File: config.mk
export PLATFORM = sky130hd
export DESIGN_NAME = imm_gen_pipe
export DESIGN_NICKNAME = d
export VERILOG_FILES = /design/src/rtl/imm_gen_pipe.sv
export SDC_FILE = /design/constraint.sdc
export NUM_CORES = 1
export LEC_CHECK = 0
export BUFFER_PORTS_ARGS = -buffer_cell sky130_fd_sc_hd__buf_2
export CAP_MARGIN = 20
export CORE_AREA = 2 2 135 269
export CTS_BUF_LIST = sky130_fd_sc_hd__clkbuf_2 sky130_fd_sc_hd__clkbuf_4 sky130_fd_sc_hd__clkbuf_8
export CTS_CLUSTER_DIAMETER = 150
export CTS_CLUSTER_SIZE = 16
export DETAILED_ROUTE_END_ITERATION = 12
export DIE_AREA = 0 0 137 271
export GPL_TIMING_DRIVEN = 0
export HOLD_SLACK_MARGIN = 0.15
export PLACE_DENSITY = 0.54
export SYNTH_ARGS = -nofsm -noshare
export SYNTH_HDL_FRONTEND = slang
export SYNTH_SLANG_ARGS = --single-unit
File: constraint.sdc
create_clock -name clk -period 3 [get_ports clk]
set_input_delay 0.75 -clock clk [delete_from_list [all_inputs] [get_ports clk]]
set_output_delay 0.75 -clock clk [all_outputs]
set_load 0.02 [all_outputs]
File: src/rtl/imm_gen_pipe.sv
// Purpose: decode RV32I/RV64I immediates (I/S/B/U/J, optional Z), sign-extend to XLEN, precompute pc+imm.
// Latency: 1 cycle; an instruction accepted at edge N is presented on out_* during cycle N+1.
// Backpressure: main register plus one skid entry; in_ready is a flop (low while skid full), no comb ready path.
// Optional feature: define IMM_GEN_ZICSR_EN to decode CSR-immediate forms (opcode 1110011, funct3[2]=1) as fmt Z.
module imm_gen_pipe #(
   parameter int XLEN = 32
) (
   input  logic            clk,
   input  logic            rst_n,
   input  logic            flush,
   input  logic            in_valid,
   output logic            in_ready,
   input  logic [31:0]     in_instr,
   input  logic [XLEN-1:0] in_pc,
   output logic            out_valid,
   input  logic            out_ready,
   output logic [XLEN-1:0] out_imm,
   output logic [2:0]      out_fmt,
   output logic [XLEN-1:0] out_target,
   output logic [XLEN-1:0] out_pc,
   output logic            out_illegal
);

   typedef enum logic [2:0] {
      FMT_NONE = 3'd0,
      FMT_I    = 3'd1,
      FMT_S    = 3'd2,
      FMT_B    = 3'd3,
      FMT_U    = 3'd4,
      FMT_J    = 3'd5,
      FMT_Z    = 3'd6
   } fmt_e;

   // One decoded instruction as held in the main or skid register.
   typedef struct packed {
      logic [XLEN-1:0] imm;
      logic [XLEN-1:0] target;
      logic [XLEN-1:0] pc;
      fmt_e            fmt;
      logic            illegal;
   } entry_t;

   localparam logic [6:0] OP_LOAD   = 7'b0000011;
   localparam logic [6:0] OP_IMM    = 7'b0010011;
   localparam logic [6:0] OP_IMM32  = 7'b0011011;
   localparam logic [6:0] OP_JALR   = 7'b1100111;
   localparam logic [6:0] OP_SYSTEM = 7'b1110011;
   localparam logic [6:0] OP_STORE  = 7'b0100011;
   localparam logic [6:0] OP_BRANCH = 7'b1100011;
   localparam logic [6:0] OP_LUI    = 7'b0110111;
   localparam logic [6:0] OP_AUIPC  = 7'b0010111;
   localparam logic [6:0] OP_JAL    = 7'b1101111;
   localparam logic [6:0] OP_OP     = 7'b0110011;
   localparam logic [6:0] OP_OP32   = 7'b0111011;

   fmt_e            dec_fmt;
   logic            dec_ill;
   logic [XLEN-1:0] dec_imm;
   entry_t          dec_entry;

   entry_t main_q, main_d;
   entry_t skid_q, skid_d;
   logic   main_vld_q, main_vld_d;
   logic   skid_vld_q, skid_vld_d;
   logic   in_ready_q, in_ready_d;

   logic   accept;
   logic   xfer;

   // Classify the opcode into an immediate format; anything unrecognised is flagged illegal.
   always_comb begin
      dec_fmt = FMT_NONE;
      dec_ill = 1'b0;
      case (in_instr[6:0])
         OP_LOAD, OP_IMM, OP_JALR: dec_fmt = FMT_I;
         OP_SYSTEM: begin
`ifdef IMM_GEN_ZICSR_EN
            dec_fmt = in_instr[14] ? FMT_Z : FMT_I;
`else
            dec_fmt = FMT_I;
`endif
         end
         OP_IMM32: begin
            if (XLEN == 64) dec_fmt = FMT_I;
            else            dec_ill = 1'b1;
         end
         OP_STORE:         dec_fmt = FMT_S;
         OP_BRANCH:        dec_fmt = FMT_B;
         OP_LUI, OP_AUIPC: dec_fmt = FMT_U;
         OP_JAL:           dec_fmt = FMT_J;
         OP_OP:            dec_fmt = FMT_NONE;
         OP_OP32: begin
            if (XLEN != 64) dec_ill = 1'b1;
         end
         default:          dec_ill = 1'b1;
      endcase
   end

   // Assemble the immediate: fill with the sign bit, then overwrite the low field bits.
   always_comb begin
      dec_imm = '0;
      case (dec_fmt)
         FMT_I: begin
            dec_imm        = {XLEN{in_instr[31]}};
            dec_imm[11:0]  = in_instr[31:20];
         end
         FMT_S: begin
            dec_imm        = {XLEN{in_instr[31]}};
            dec_imm[11:0]  = {in_instr[31:25], in_instr[11:7]};
         end
         FMT_B: begin
            dec_imm        = {XLEN{in_instr[31]}};
            dec_imm[12:0]  = {in_instr[31], in_instr[7], in_instr[30:25], in_instr[11:8], 1'b0};
         end
         FMT_U: begin
            dec_imm        = {XLEN{in_instr[31]}};
            dec_imm[31:0]  = {in_instr[31:12], 12'b0};
         end
         FMT_J: begin
            dec_imm        = {XLEN{in_instr[31]}};
            dec_imm[20:0]  = {in_instr[31], in_instr[19:12], in_instr[20], in_instr[30:21], 1'b0};
         end
`ifdef IMM_GEN_ZICSR_EN
         FMT_Z: begin
            dec_imm[4:0]   = in_instr[19:15];
         end
`endif
         default: dec_imm = '0;
      endcase
   end

   // Pack the decoded fields; the target adds in XLEN bits so the carry out is dropped.
   always_comb begin
      dec_entry         = '0;
      dec_entry.imm     = dec_imm;
      dec_entry.target  = in_pc + dec_imm;
      dec_entry.pc      = in_pc;
      dec_entry.fmt     = dec_fmt;
      dec_entry.illegal = dec_ill;
   end

   assign accept = in_valid && in_ready_q;
   assign xfer   = main_vld_q && out_ready;

   // Main/skid steering. in_ready is only high with the skid empty, so an accept never hits a full skid.
   always_comb begin
      main_d     = main_q;
      skid_d     = skid_q;
      main_vld_d = main_vld_q;
      skid_vld_d = skid_vld_q;
      if (flush) begin
         main_vld_d = 1'b0;
         skid_vld_d = 1'b0;
      end else begin
         if (xfer) begin
            if (skid_vld_q) begin
               main_d     = skid_q;
               skid_vld_d = 1'b0;
            end else begin
               main_vld_d = 1'b0;
            end
         end
         if (accept) begin
            if (!main_vld_q || xfer) begin
               main_d     = dec_entry;
               main_vld_d = 1'b1;
            end else begin
               skid_d     = dec_entry;
               skid_vld_d = 1'b1;
            end
         end
      end
      in_ready_d = !skid_vld_d;
   end

   // State registers; reset clears every held entry and zeroes the visible outputs.
   always_ff @(posedge clk or negedge rst_n) begin
      if (!rst_n) begin
         main_q     <= '0;
         skid_q     <= '0;
         main_vld_q <= 1'b0;
         skid_vld_q <= 1'b0;
         in_ready_q <= 1'b1;
      end else begin
         main_q     <= main_d;
         skid_q     <= skid_d;
         main_vld_q <= main_vld_d;
         skid_vld_q <= skid_vld_d;
         in_ready_q <= in_ready_d;
      end
   end

   assign in_ready    = in_ready_q;
   assign out_valid   = main_vld_q;
   assign out_imm     = main_q.imm;
   assign out_target  = main_q.target;
   assign out_pc      = main_q.pc;
   assign out_fmt     = main_q.fmt;
   assign out_illegal = main_q.illegal;

endmodule

==> results.yml, run 1 <==
worst_setup_path:
  cp-start-kind: "primary input"
  slowest_delay_ns: 0.36
  regToRegStartpoint: "in_ready"
  critPathCaptureType: "register"
  cp.depth: 19
  path_class: "primary input to register"
  cpMostUsedCell: "nor2_4"
  cp.arrival_ns: 4.24
  worstSetupStartpoint: "in_instr[1]"
  cp_num_buf_inv: 3
  cp.required_ns: 3.43
  reg2reg_depth: 8
  path_cells: "buf_2, nand2_2, nor2_4, and3_1, clkbuf_4, nand3_2, o31ai_4, ha_2, inv_2, fa_2, nor2b_4, o2111ai_2, a21boi_2, a32o_2, nor2_4, o311ai_4, a221oi_4, xnor2_2, a221o_1"
  critPathMaxFanout: 7
  cp_slowest_cell: "fa_2"
  crit_family: "compound AO/OA/AOI/OAI gates"
sta:
  fin_skew_ns: 0.0170
  fin_hold_ws_ns: 0.204
  hold_viol: 0
  finalWorstSetupSlack_ns: -0.814
  max_freq_ghz: 0.262
  setup_viol: 50
  rsz0062_at_grt: "yes"
  fin_tns_setup_ns: -26.52
  worst_pin_slew_ns: 1.03
  finalCriticalPeriod_ns: 3.81
  max-slew-margin-rel_pct: 31.1
  slew_viol_final: 0
  min_period_over_period_pct: 127
clock_tree:
  htreeDepth: 1
  cts_tree: "done"
  numCtsBuffers: 16
  cts-root-buf: "clkbuf_8"
  clk_pin_slew_worst_paths_ns: 0.10
  cts.path.max_buffers: 3
  clock_latency_ns: 0.55
  clock_sinks: 203
die:
  die_area_um2: 37100
  die_h_um: 271
  rows: 97
  core-area_um2: 35000
  die_w_um: 137
  ios: 171
  start_util_pct: 28.7
yosys:
  syn_area_um2: 10000
  synth_seq_cells: 203
  syn_area_per_cell_um2: 8.99
  synthCells: 1118
  synth_fp_nets: 1219
  synth_async_sr_flop_share_pct: 100
  ys_seq_area_share_pct: 50.6
  synth-edff-count: 0
  synth_flop_cell: "dfrtp_1"
  synth_warnings: 0
  synth.lib_cells_used.distinct: 59
detailed_routing:
  post_drt_wl_per_cell_um: 21.4
  ant_nets: 0
  drt_pre_antenna_iters: 5
  remaining_drc_errors: 0
  drt-total-wl_um: 38900
  via_per_inst: 5.20
  dr.first_iter.drc_count: 496
  vias: 9468
status:
  violations: "negative setup slack"
  status: "finished with violations"
global_routing:
  grt_pass1_wl_um: 57300
  grt.overflow.total: 0
  antenna_found_initial: 2
  grt_pass1_vias: 9503
  grtUsageTotal_pct: 20.5
  grt_start_max_net_pins: 112
power_and_ir_drop:
  power_switching_mw: 2.53
  vdd_ir_drop_max_uv: 252
  p_comb_share_pct: 27.9
  p_int_mw: 4.65
  p_sw_share_pct: 35.2
  clockPowerShare_pct: 21.6
  seqPwrFrac_pct: 50.6
  powerDensity_nw_per_um2: 542
  power_mw: 7.19
  leakagePower_nw: 6.20
final_layout:
  areaGrowthSynthToFinish_pct: 31.9
  nets: 1469
  nFillCells: 3676
  utilization_pct: 37.9
  multiInputGateArea_um2: 5550
  seqCellArea_um2: 5080
  drive_above_1_share_pct: 29.1
run:
  maxCapViolCount: 0
placed_design:
  place_congestion: 0.888
  port_buffers: 168
  post-dp-hpwl_um: 29700
  pre_cts_slack_ns: -1.93
worst_hold_path:
  hp-class: "primary input to async pin"
[registers in the layout, indices dropped and copies added (netlist names), 3 cells and up]
| name | cells |
|---|---|
| out_fmt | 3 |
| out_imm | 32 |
| out_pc | 32 |
| out_target | 32 |
| skid_q | 100 |
[final timing paths]
check / slack (ns) / end
worst max-delay path: -0.81 / out_target[20]
worst min-delay path: 0.20 / out_pc[15]
worst max register to register: 0.05 / out_target[12]
worst min register to register: 0.49 / out_imm[10]
max in group asynchronous: 1.73 / out_pc[3]
min in group clk: 0.45 / skid_q[35]
[cell families after synthesis]
family | Yosys count | share of synthesized area, %
buffers and inverters | 80 | 3.03
multiplexers | 13 | 1.41
AO/OA/AOI/OAI | 347 | 21.5
AND/OR/NAND/NOR | 414 | 16.9
XOR/XNOR | 29 | 2.53
adder cells (fa/ha/maj) | 32 | 4.06
flip-flops | 203 | 50.6
[power by group through the flow]
stage / sequential, mW / clock [mW] / combinational, mW
global route: 3.70 / 1.69 / 2.20
CTS: 3.63 / 1.60 / 1.91
floorplan: 3.93 / 0 / 0.821
finish: 3.63 / 1.55 / 2.00
global placement: 3.66 / 0 / 1.80
detailed placement: 3.68 / 0 / 1.84
[synthesized netlist by cell type (11+ instances only)]
master	number	area, um2
a21o_1	29	218
a21oi_1	119	596
a22oi_1	12	90.1
and2_1	11	68.8
clkbuf_1	61	229
dfrtp_1	202	5050
ha_1	31	388
inv_1	13	48.8
nand2_1	199	747
nand3_1	15	75.1
nor2_1	158	593
o21ai_0	51	255
o22ai_1	70	438
xnor2_1	21	184
[through the flow]
stage | area, um2 | instances
detailed placement | 11600 | 1734
floorplan | 10100 | 1118
finish | 13300 | 1820
global placement | 11500 | 1731
CTS | 12400 | 1781
global route | 13300 | 1820
[area by class of cell]
class,count,area share [%]
diodes,2,0.0378
plain buffers,66,2.28
clock buffers,22,2.05
clock inverters,1,0.0567
inverters,13,0.368
multi-input cells,835,41.9
flip-flops and latches,203,38.3
well taps,445,4.20
repair buffers,233,10.7
[metal layers]
| metal | vias to the layer above | global-route usage (%) | wire, um |
|---|---|---|---|
| li1 | 4419 | - | - |
| met1 | 4651 | 22.2 | 13900 |
| met2 | 285 | 37.0 | 20400 |
| met3 | 113 | 1.78 | 1450 |
| met4 | 0 | 13.9 | 3130 |
| met5 | - | 0 | 0 |
[what timing repair did]
| action | CTS | global route |
|---|---|---|
| cloned | 0 | 0 |
| buffers inserted | 25 | 38 |
| pin swaps | 39 | 50 |
| gates resized for setup | 66 | 113 |
| hold buffers | 0 | 0 |
| endpoints found under the setup margin | 51 | 63 |
[cells in the final DEF (no fill, tap or decap), drive strengths merged, types with 3 or more instances in the layout]
| cell type | count |
|---|---|
| a221o | 3 |
| o21bai | 4 |
| nand2b | 4 |
| inv | 13 |
| o31ai | 4 |
| o32ai | 5 |
| nor2b | 7 |
| nor2 | 159 |
| xor2 | 8 |
| clkbuf | 84 |
| or3 | 3 |
| o22a | 6 |
| a21o | 29 |
| mux2 | 9 |
| nand3 | 15 |
| nor3 | 3 |
| mux2i | 4 |
| and3 | 6 |
| nand4 | 4 |
| buf | 237 |
| o211ai | 5 |
| ha | 31 |
| a21oi | 121 |
| xnor2 | 21 |
| a211oi | 4 |
| dfrtp | 202 |
| a22oi | 12 |
| o21ai | 56 |
| and2 | 11 |
| o22ai | 70 |
| a31oi | 9 |
| nand2 | 199 |
(Power assumes the default switching activity.)
==> run 2, diff against run 1 <==
clock period = 3.8 ns   (was 3 ns; I/O delays follow)
==> run 2 against run 1 <==
  * The run still ends with negative setup slack left
  * Register-to-register slack better by 0.70 ns
  * Final area down 2.0%
  * Non-clock buffer count down 20
  * Worst hold slack improved by 0.16 ns
  * Sequential share of layout area is 0.78 points higher
  * Final cell count fell by 1.1%
  * Via count fell by 1.5%
  * Clock skew grew 0.0060 ns
  * Core utilization is 0.76 points lower
  * Critical path type unchanged
  * Critical endpoint unchanged
  * Largest cell class unchanged
==> results.yml, run 2 (same netlist as run 1, synthesis figures left out) <==
global_routing:
  grt_pass1_vias: 9514
  antenna_found_initial: 2
  grt_pass1_wl_um: 57600
  grt.overflow.total: 0
  grtUsageTotal_pct: 20.6
  grt_start_max_net_pins: 111
die:
  rows: 97
  die_area_um2: 37100
  ios: 171
  core-area_um2: 35000
  die_w_um: 137
  die_h_um: 271
  start_util_pct: 28.7
clock_tree:
  clock_sinks: 203
  cts_tree: "done"
  cts-root-buf: "clkbuf_8"
  numCtsBuffers: 16
  clk_pin_slew_worst_paths_ns: 0.11
  cts.path.max_buffers: 3
  cts_hold_buf: 0
  clock_latency_ns: 0.56
  htreeDepth: 1
final_layout:
  layout_common_cells: "dfrtp_1, nand2_1, buf_2, nor2_1, a21oi_1"
  multiInputGateArea_um2: 5470
  regMostFlops: "skid_q"
  areaGrowthSynthToFinish_pct: 29.3
  nFillCells: 3616
  final_common_cell: "dfrtp_1"
  final_area_um2: 13000
  nets: 1449
  seqCellArea_um2: 5080
  largest_reg_flops: 100
  drive_above_1_share_pct: 26.6
status:
  violations: "negative setup slack"
  status: "finished with violations"
sta:
  max_freq_ghz: 0.250
  slew_viol_final: 0
  max-slew-margin-rel_pct: 29.7
  hold_viol: 0
  worst_pin_slew_ns: 1.05
  fin_hold_ws_ns: 0.366
  setup_viol: 24
  fin_tns_setup_ns: -1.77
  min_period_over_period_pct: 105
  finalWorstSetupSlack_ns: -0.200
  fin_skew_ns: 0.0230
  finalCriticalPeriod_ns: 4.00
  rsz0062_at_grt: "yes"
power_and_ir_drop:
  powerDensity_nw_per_um2: 436
  p_sw_share_pct: 35.4
  leakagePower_nw: 6.09
  power_switching_mw: 2.01
  p_int_mw: 3.66
  vdd_ir_drop_max_uv: 164
  seqPwrFrac_pct: 50.8
  p_comb_share_pct: 27.4
  clockPowerShare_pct: 21.8
detailed_routing:
  via_per_inst: 5.18
  drt_pre_antenna_iters: 5
  ant_nets: 0
  vias: 9324
  remaining_drc_errors: 0
  drt-total-wl_um: 38600
  dr.first_iter.drc_count: 466
  post_drt_wl_per_cell_um: 21.5
worst_setup_path:
  cp-start-kind: "primary input"
  cp.arrival_ns: 4.44
  path_class: "primary input to register"
  cp.required_ns: 4.24
  critPathMaxFanout: 4
  critPathCaptureType: "register"
placed_design:
  placed_cell_area_um2: 11600
  post-dp-hpwl_um: 29500
  place_congestion: 0.946
  port_buffers: 168
run:
  maxCapViolCount: 0
worst_hold_path:
  hp-class: "primary input to async pin"
[run 2: cell types whose count changed in the layout (fill, tap and decap cells not counted), moves of 4 or more]
cell     before  now
buf_4        54   34
a21oi_1      99  105
nand3_2       6    2
o21ai_1      12    8
[run 2: path summary, 6_finish.rpt]
| path | slack, ns | cells past startpoint | end | from |
|---|---|---|---|---|
| worst max-delay path | -0.20 | 17 | out_target[20] | in_instr[5] |
| worst min-delay path | 0.37 | 1 | out_pc[23] | rst_n |
| worst max register to register | 0.75 | 7 | skid_q[6] | in_ready |
| worst min register to register | 0.48 | 2 | out_imm[7] | out_imm[7] |
| max in group asynchronous | 2.41 | 2 | out_pc[3] | rst_n |
| min in group clk | 0.48 | 2 | out_imm[7] | out_imm[7] |
[run 2: worst max-delay path, stage by stage]
cell and delay, ns:
clkbuf_16 0.12, nor2b_4 0.13, o41ai_4 0.33, nand3_2 0.17
o31ai_4 0.28, ha_2 0.25, inv_2 0.04, fa_2 0.37
nor2b_4 0.17, o2111ai_4 0.14, a21boi_4 0.21, a32o_2 0.27
nor2_4 0.06, o311ai_4 0.34, a221oi_4 0.12, xnor2_2 0.18
a221o_1 0.31
[run 2: final cells by class]
type | count | share of cell area, %
Clock buffer | 22 | 2.09
Clock inverter | 1 | 0.0578
Antenna cell | 2 | 0.0385
Inverter | 13 | 0.376
Tap cell | 445 | 4.29
Sequential cell | 203 | 39.1
Buffer | 67 | 2.35
Multi-Input combinational cell | 835 | 42.1
Timing Repair Buffer | 212 | 9.59
[run 2: power groups by stage]
stage	Combinational (mW)	Sequential, mW	Clock [mW]
floorplan	0.647	3.10	0
global placement	1.42	2.89	0
detailed placement	1.44	2.91	0
CTS	1.51	2.87	1.27
global route	1.71	2.93	1.34
finish	1.55	2.88	1.23
[run 2: through the flow]
stage / power, mW / worst slack (ns) / utilization [%] / cells
6_report: 5.66 / -0.200 / 37.2 / 1800
5_1_grt: 5.98 / -0.308 / 37.2 / 1800
4_1_cts: 5.65 / -0.207 / 35.7 / 1781
3_5_place_dp: 4.35 / -1.19 / 33.2 / 1734
3_3_place_gp: 4.31 / -1.82 / 33.0 / 1731
2_1_floorplan: 3.75 / -0.296 / - / 1118
[run 2: metal layers]
metal	GRT usage, %	up-vias	routed length (um)
li1	-	4377	-
met1	21.4	4555	13300
met2	37.3	288	20700
met3	2.44	104	1670
met4	14.2	0	2920
met5	0	-	0
[run 2: repair_timing]
| item | CTS | global route |
|---|---|---|
| buffers inserted | 25 | 19 |
| setup endpoints to repair | 43 | 40 |
| resized for setup | 81 | 81 |
| pin swaps | 31 | 40 |
==> run 3, diff against run 2 <==
CELL_PAD_IN_SITES_DETAIL_PLACEMENT = 1   (was not set)
CELL_PAD_IN_SITES_GLOBAL_PLACEMENT = 2   (was not set)
PLACE_DENSITY = 0.77   (was 0.54)
==> run 3 against run 2 <==
  * Via count shrank 0.21%
  * Non-clock buffer count stayed put
  * Routed wire length grew 4.2%
  * Total power fell by 0.11%
  * The flow still finishes with violations (negative setup slack)
  * Largest cell class unchanged
  * Core utilization down 0.46 points
  * Combinational power hardly changed
  * Worst setup slack worse by 0.035 ns
  * Register-to-register slack improved by 0.03 ns
==> results.yml, run 3 (same netlist as run 1, synthesis figures left out) <==
die:
  die_area_um2: 37100
  ios: 171
  rows: 97
  die_h_um: 271
  core-area_um2: 35000
  start_util_pct: 28.7
  die_w_um: 137
global_routing:
  grt_start_max_net_pins: 104
  grtUsageTotal_pct: 21.5
  grt.overflow.total: 0
  grt_pass1_wl_um: 60000
  grt_pass1_vias: 10102
  antenna_found_initial: 2
sta:
  finalWorstSetupSlack_ns: -0.235
  max_freq_ghz: 0.248
  max-slew-margin-rel_pct: 30.3
  setup_viol: 29
  finalCriticalPeriod_ns: 4.03
  slew_viol_final: 0
  rsz0062_at_grt: "yes"
  hold_viol: 0
  min_period_over_period_pct: 106
  worst_pin_slew_ns: 1.05
  fin_skew_ns: 0.0168
detailed_routing:
  ant_nets: 0
  wl_met2_um: 21700
  dr.first_iter.drc_count: 373
  via_per_inst: 5.17
  drt-total-wl_um: 40300
  post_drt_wl_per_cell_um: 22.4
  dr.max_layer_used: "met4"
  vias: 9304
  met1_length_um: 14800
  remaining_drc_errors: 0
  drt_pre_antenna_iters: 5
  wl_met3_um: 1340
final_layout:
  largest_reg_flops: 100
  final_common_cell: "dfrtp_1"
  nets: 1449
  final_area_um2: 12800
  regMostFlops: "skid_q"
  drive_above_1_share_pct: 25.9
  layout_common_cells: "dfrtp_1, nand2_1, buf_2, nor2_1, a21oi_1"
  areaGrowthSynthToFinish_pct: 27.7
clock_tree:
  htreeDepth: 1
  cts_tree: "done"
  clock_sinks: 203
  cts-root-buf: "clkbuf_8"
  numCtsBuffers: 16
  cts.path.max_buffers: 3
  clk_pin_slew_worst_paths_ns: 0.11
  clock_latency_ns: 0.56
worst_setup_path:
  path_cells: "clkbuf_16, nor2b_4, o41ai_4, nand3_2, buf_6, buf_6, nand3_4, o31ai_4, ha_2, inv_2, fa_2, nor2b_4, o2111ai_4, a21boi_2, a32o_2, nor2_4, o311ai_4, a221oi_2, xnor2_2, a221o_1"
  cp_slowest_cell: "o41ai_4"
  crit_family: "compound AO/OA/AOI/OAI gates"
  cp_num_buf_inv: 4
  slowest_delay_ns: 0.34
  path_class: "primary input to register"
  cp-start-kind: "primary input"
  cp.arrival_ns: 4.47
  critPathMaxFanout: 4
  cp.required_ns: 4.23
  critPathCaptureType: "register"
  reg2reg_slack_ns: 0.78
placed_design:
  pre_cts_slack_ns: -1.39
  post-dp-hpwl_um: 30600
  placed_cell_area_um2: 11600
  port_buffers: 168
  place_congestion: 0.917
power_and_ir_drop:
  leakagePower_nw: 6.08
  powerDensity_nw_per_um2: 441
  vdd_ir_drop_max_uv: 228
status:
  violations: "negative setup slack"
  status: "finished with violations"
run:
  maxCapViolCount: 0
worst_hold_path:
  hp-class: "primary input to async pin"
## run 3: cell counts in the layout (fill, tap and decap cells not counted)
No cell type changed its count.
## run 3: worst paths after layout
check | to | start | cells past startpoint
setup / recovery | out_target[20] | in_instr[5] | 20
hold / removal | out_pc[19] | rst_n | 1
setup reg to reg | skid_q[7] | in_ready | 6
hold reg to reg | out_target[7] | out_target[7] | 2
max in group asynchronous | skid_q[42] | rst_n | 2
min in group clk | out_target[7] | out_target[7] | 2
## run 3: where the power goes
group / internal, mW / switching [mW]
clock network: 0.464 / 0.773
logic: 0.576 / 0.972
registers: 2.61 / 0.264
total: 3.65 / 2.01
## run 3: timing repair
action	CTS	global route
setup buffers	26	16
gates resized for setup	80	48
pin swaps	32	34
setup endpoints to repair	48	38
hold buffers	0	0
## run 3: per-layer routing
layer | vias to the layer above | global-route usage, %
li1 | 4361 | -
met1 | 4644 | 23.0
met2 | 214 | 39.6
met3 | 85 | 2.21
met4 | 0 | 12.7
met5 | - | 0
## run 3: area by class of cell
| cell class | count | area [um2] |
|---|---|---|
| repair buffers | 212 | 1260 |
| multi-input cells | 835 | 5290 |
| plain buffers | 67 | 305 |
| well taps | 445 | 557 |
| clock buffers | 22 | 272 |
| flip-flops and latches | 203 | 5080 |
| inverters | 13 | 48.8 |
| diodes | 2 | 5.00 |
| clock inverters | 1 | 7.51 |
| fillers | 4131 | 22100 |
## run 3: stage by stage
step                      std cells  utilization (%)  TNS [ns]  hold slack [ns]  power (mW)
final                          1800             36.7     -3.29            0.440        5.66
after global placement         1731             33.0   -449.63            0.458        4.31
after CTS                      1783             35.7     -1.83            0.472        5.68
after detailed placement       1734             33.2    -50.39            0.464        4.37
after floorplan                1118                -     -1.81            0.445        3.75
after global routing           1800             36.7     -6.33            0.496        5.99
